$ cat config.mk
export PLATFORM = sky130hd
export DESIGN_NAME = serial_subtractor_ctrl
export DESIGN_NICKNAME = d
export VERILOG_FILES = /design/src/rtl/serial_subtractor_ctrl.sv
export SDC_FILE = /design/constraint.sdc
export NUM_CORES = 1
export LEC_CHECK = 0
export ABC_AREA = 1
export ABC_CLOCK_PERIOD_IN_PS = 1400
export BUFFER_PORTS_ARGS = -buffer_cell sky130_fd_sc_hd__buf_2
export CAP_MARGIN = 25
export CORE_MARGIN = 1
export CORE_UTILIZATION = 54
export DETAILED_ROUTE_END_ITERATION = 12
export PLACE_DENSITY = 0.85
export REMOVE_ABC_BUFFERS = 1
export SLEW_MARGIN = 20
export SYNTH_ARGS = -nofsm -noshare
export SYNTH_HDL_FRONTEND = slang
export SYNTH_SLANG_ARGS = --single-unit
$ cat constraint.sdc
create_clock -name clk -period 1.4 [get_ports clk]
set_input_delay 0.28 -clock clk [delete_from_list [all_inputs] [get_ports clk]]
set_output_delay 0.28 -clock clk [all_outputs]
set_load 0.1 [all_outputs]
$ cat src/rtl/serial_subtractor_ctrl.sv
// Bit-serial subtractor: one shared full-subtractor cell computes A - B - borrow_in
// LSB first, one bit per clock, with a registered borrow chain and a done pulse.
module serial_subtractor_ctrl #(
  parameter int WIDTH = 8
) (
  input  logic             clk,
  input  logic             rst_n,
  input  logic             i_start,
  input  logic [WIDTH-1:0] i_a,
  input  logic [WIDTH-1:0] i_b,
  input  logic             i_borrow_in,
  output logic             o_busy,
  output logic             o_done,
  output logic [WIDTH-1:0] o_diff,
  output logic             o_borrow_out
);

  localparam int CW = $clog2(WIDTH + 1);
  localparam logic [CW-1:0] LAST_BIT = CW'(WIDTH - 1);

  typedef enum logic [1:0] {
    IDLE,
    RUN,
    DONE
  } state_t;

  state_t           r_state;
  logic [WIDTH-1:0] r_sa;
  logic [WIDTH-1:0] r_sb;
  logic [WIDTH-1:0] r_sd;
  logic             r_br;
  logic [CW-1:0]    r_cnt;
  logic [WIDTH-1:0] r_diff;
  logic             r_borrowOut;

  logic             w_x;
  logic             w_y;
  logic             w_d;
  logic             w_bo;
  logic [WIDTH-1:0] w_sdNext;

  // The shared cell works on the low bits; the new difference bit enters at the MSB
  // so that after WIDTH shifts the result register holds the word in natural order.
  always_comb begin
    w_x      = r_sa[0];
    w_y      = r_sb[0];
    w_d      = w_x ^ w_y ^ r_br;
    w_bo     = (~w_x & w_y) | (~(w_x ^ w_y) & r_br);
    w_sdNext = r_sd >> 1;
    w_sdNext[WIDTH-1] = w_d;
  end

  always_ff @(posedge clk or negedge rst_n) begin
    if (!rst_n) begin
      r_state     <= IDLE;
      r_sa        <= '0;
      r_sb        <= '0;
      r_sd        <= '0;
      r_br        <= 1'b0;
      r_cnt       <= '0;
      r_diff      <= '0;
      r_borrowOut <= 1'b0;
    end else begin
      case (r_state)
        IDLE: begin
          if (i_start) begin
            r_sa    <= i_a;
            r_sb    <= i_b;
            r_br    <= i_borrow_in;
            r_cnt   <= '0;
            r_state <= RUN;
          end
        end
        RUN: begin
          r_sd  <= w_sdNext;
          r_sa  <= r_sa >> 1;
          r_sb  <= r_sb >> 1;
          r_br  <= w_bo;
          r_cnt <= r_cnt + CW'(1);
          // Publish directly from the next-value path so the result lands on the last RUN edge.
          if (r_cnt == LAST_BIT) begin
            r_diff      <= w_sdNext;
            r_borrowOut <= w_bo;
            r_state     <= DONE;
          end
        end
        DONE: begin
          r_state <= IDLE;
        end
        default: begin
          r_state <= IDLE;
        end
      endcase
    end
  end

  assign o_busy       = (r_state == RUN);
  assign o_done       = (r_state == DONE);
  assign o_diff       = r_diff;
  assign o_borrow_out = r_borrowOut;

endmodule

==> reports/results.txt <==
Clock share of power -> 9.5%
CP endpoint kind -> output port
Largest family of logic cells by synthesized area -> simple AND/OR/NAND/NOR gates
HPWL Detailed -> 2370 microns
Max-Cap Viols -> 0
Largest net degree at the start of global routing -> 26
Internal power -> 2.66 mW
Fraction of layout cells with a size suffix above 1 -> 23.5%
Cell Area, Synth -> 1720 sq um
RSZ-0062 raised after global routing -> yes
Chip Height -> 58.4 microns
Period utilization -> 102%
Starting density of the core -> 56.8%
Clock sink count -> 39
FMAX -> 703 MHz
Hold WS -> 0.129 ns
Worst Hold Class -> in2reg
Yosys cell types -> 19
Compound-gate portion of the synthesized area -> 2.62%
Pins Over Slew Limit -> 0
Flops & latches, synth -> 39
Number of remaining DRC errors -> 0
Clock skew -> 0.00661 ns
Routability congestion estimate -> 0.773
Top Ports -> 31
Total Routed Length -> 3370 microns
CTS buffer count -> 5
CP Data Required Time -> 1.12 ns
H-tree depth -> 2
Nets -> 257
Leakage Power -> 1.08 nW
Register area -> 977 sq um
Synthesized area per cell -> 8.77 sq um
Worst setup SP type -> flop
Syn-to-layout area delta -> 21.8%
Post-synthesis xor/xnor area fraction -> 0%
Synth area leader -> dfrtp_1
DIE WIDTH -> 58.4 microns
# setup viols final -> 1
Top post-synthesis cells by area -> dfrtp_1, nand3_1, nand2_1
Site row count -> 20
Post-Place Worst Slack -> 0.167 ns
Antenna Violating Nets Remaining -> 0
DR vias/cell -> 5.24
First-pass GRT wire length -> 5870 microns
Fillers -> 248
CTS root buffer -> clkbuf_4
Failing checks -> setup timing
Power Dens Cells -> 2560 nW/um^2
GR Overflow Total -> 0
Worst-path clk slew -> 0.10 ns
Vias in the first global route -> 1316
Max Root-Sink Buffers -> 2
Mux share of post-synthesis cell area -> 0%
Final setup margin -> -0.0218 ns
Simple-gate share of the synthesized area -> 32.8%
Max transition margin -> 76.0%
Drt first-iter violations -> 72
Kind of critical path -> reg2out
Switch Pwr -> 2.71 mW
Synthesis Warnings -> 0
Worst slew pin tran -> 0.359 ns
Peak supply drop -> 1.38 mV
Status -> complete, but fails checks
Seq/Total Area, Yosys -> 56.8%
Post-Synth Adder-Cell Area -> 1.89%
Worst-path fanout max -> 3
Post-route minimum period -> 1.42 ns
Antenna violations before repair -> 0
Sw frac -> 50.5%
WL/cell -> 12.1 microns
Initial DRT Pass Iterations -> 4
Share of the synthesized area in the top cell type -> 56.8%
Crit path arrival time -> 1.14 ns
Die area -> 3410 sq um
Worst-Skew Late Latency -> 0.34 ns
GR Util All Layers -> 23.2%
Final hold violations -> 0
Register share of total power -> 36.1%
Multi-input gate area -> 653 sq um
Synthesized netlist cell count -> 196
ANT cells -> 0
PortBufs -> 30
CTS tree -> yes
Core Box Area -> 3030 sq um
Vias -> 1456
Combinational power share -> 54.4%
## placed cells by master (no fill, tap or decap), drive strengths merged
cell         netlist  final
buf                9     42
clkbuf             2      6
clkinv             0      1
dfrtp             39     39
dlygate4sd3        0      1
fa                 1      1
ha                 1      1
inv                9      8
nand2             65     65
nand3             54     54
nand4              1      1
nor2               6      6
o21ai              9      9
## worst paths after layout
kind	cells after the start	slack, ns	endpoint	startpoint
setup / recovery	4	-0.02	o_busy	r_state[1]
max in group asynchronous	3	0.57	r_state[0]	rst_n
min in group asynchronous	2	0.38	r_sb[0]	rst_n
setup reg to reg	8	0.14	o_diff[5]	r_state[1]
hold / removal	3	0.13	r_sb[7]	i_b[7]
hold reg to reg	2	0.48	o_diff[6]	r_sd[7]
## cells by family after synthesis
kind of cell / count (synthesis)
adders and majority gates: 2
DFF: 39
buffers and inverters: 20
AOI/OAI and AO/OA: 9
and+or+nand+nor: 126
## cell type report
type / count / area share (%)
flip-flops and latches: 39 / 46.7
multi-input cells: 137 / 31.2
repair buffers: 43 / 15.7
well taps: 44 / 2.63
clock buffers: 6 / 1.97
inverters: 9 / 1.85
## cells in the mapped netlist
library cell   n
nand2_1       63
nand3_1       54
dfrtp_1       39
o21ai_1        9
inv_1          7
buf_2          6
nor2_1         4
buf_6          2
inv_2          2
buf_4          1
clkbuf_1       1
clkbuf_2       1
fa_1           1
ha_1           1
nand2_2        1
nand2_4        1
nand4_1        1
nor2_2         1
nor2_4         1
## power by group through the flow
stage                     sequential [mW]  clock [mW]  combinational [mW]
final                                1.94       0.507                2.92
after global routing                 1.99       0.577                3.17
after CTS                            1.94       0.529                2.94
after global placement               1.92           0                2.71
after detailed placement             1.94           0                2.78
after floorplan                      2.84           0                1.11
## per-stage QoR
stage | utilization, % | instance area, sq um | total power [mW] | std cells | setup TNS [ns]
2_1_floorplan | - | 1650 | 3.95 | 185 | -10.83
5_1_grt | 69.1 | 2090 | 5.74 | 278 | -0.129
3_5_place_dp | 65.3 | 1980 | 4.71 | 268 | 0
6_report | 69.1 | 2090 | 5.37 | 278 | -0.0218
3_3_place_gp | 65.3 | 1980 | 4.63 | 268 | 0
4_1_cts | 69.1 | 2090 | 5.40 | 278 | -0.0423
## repair_timing
action                                 in CTS  in global routing
endpoints found under the hold margin      14                  0
setup endpoints to repair                  11                  2
cloned                                      0                  0
pin swaps                                   1                  1
gates resized for setup                    15                  1
buffers inserted                            3                  0
hold buffers                                1                  0
## routing by layer
metal	up-vias	global-route usage, %	wire, microns
met2	50	36.6	1650
met4	0	8.50	27
met3	3	7.03	192
li1	722	-	-
met5	-	0	0
met1	681	30.5	1500
## worst max-delay path: stages (launching register included)
cell      delay [ns]
dfrtp_1         0.40
inv_2           0.11
nand2_4         0.07
clkinv_4        0.06
buf_12          0.16
## flip-flops by register name, summed over array words and instances, names as in the netlist
| name | cells |
|---|---|
| o_diff | 8 |
| r_sa | 8 |
| r_sb | 8 |
| r_sd | 7 |
| r_cnt | 4 |
| r_state | 2 |
| o_borrow_out | 1 |
| r_br | 1 |
Power figures use the tool's default switching activity.
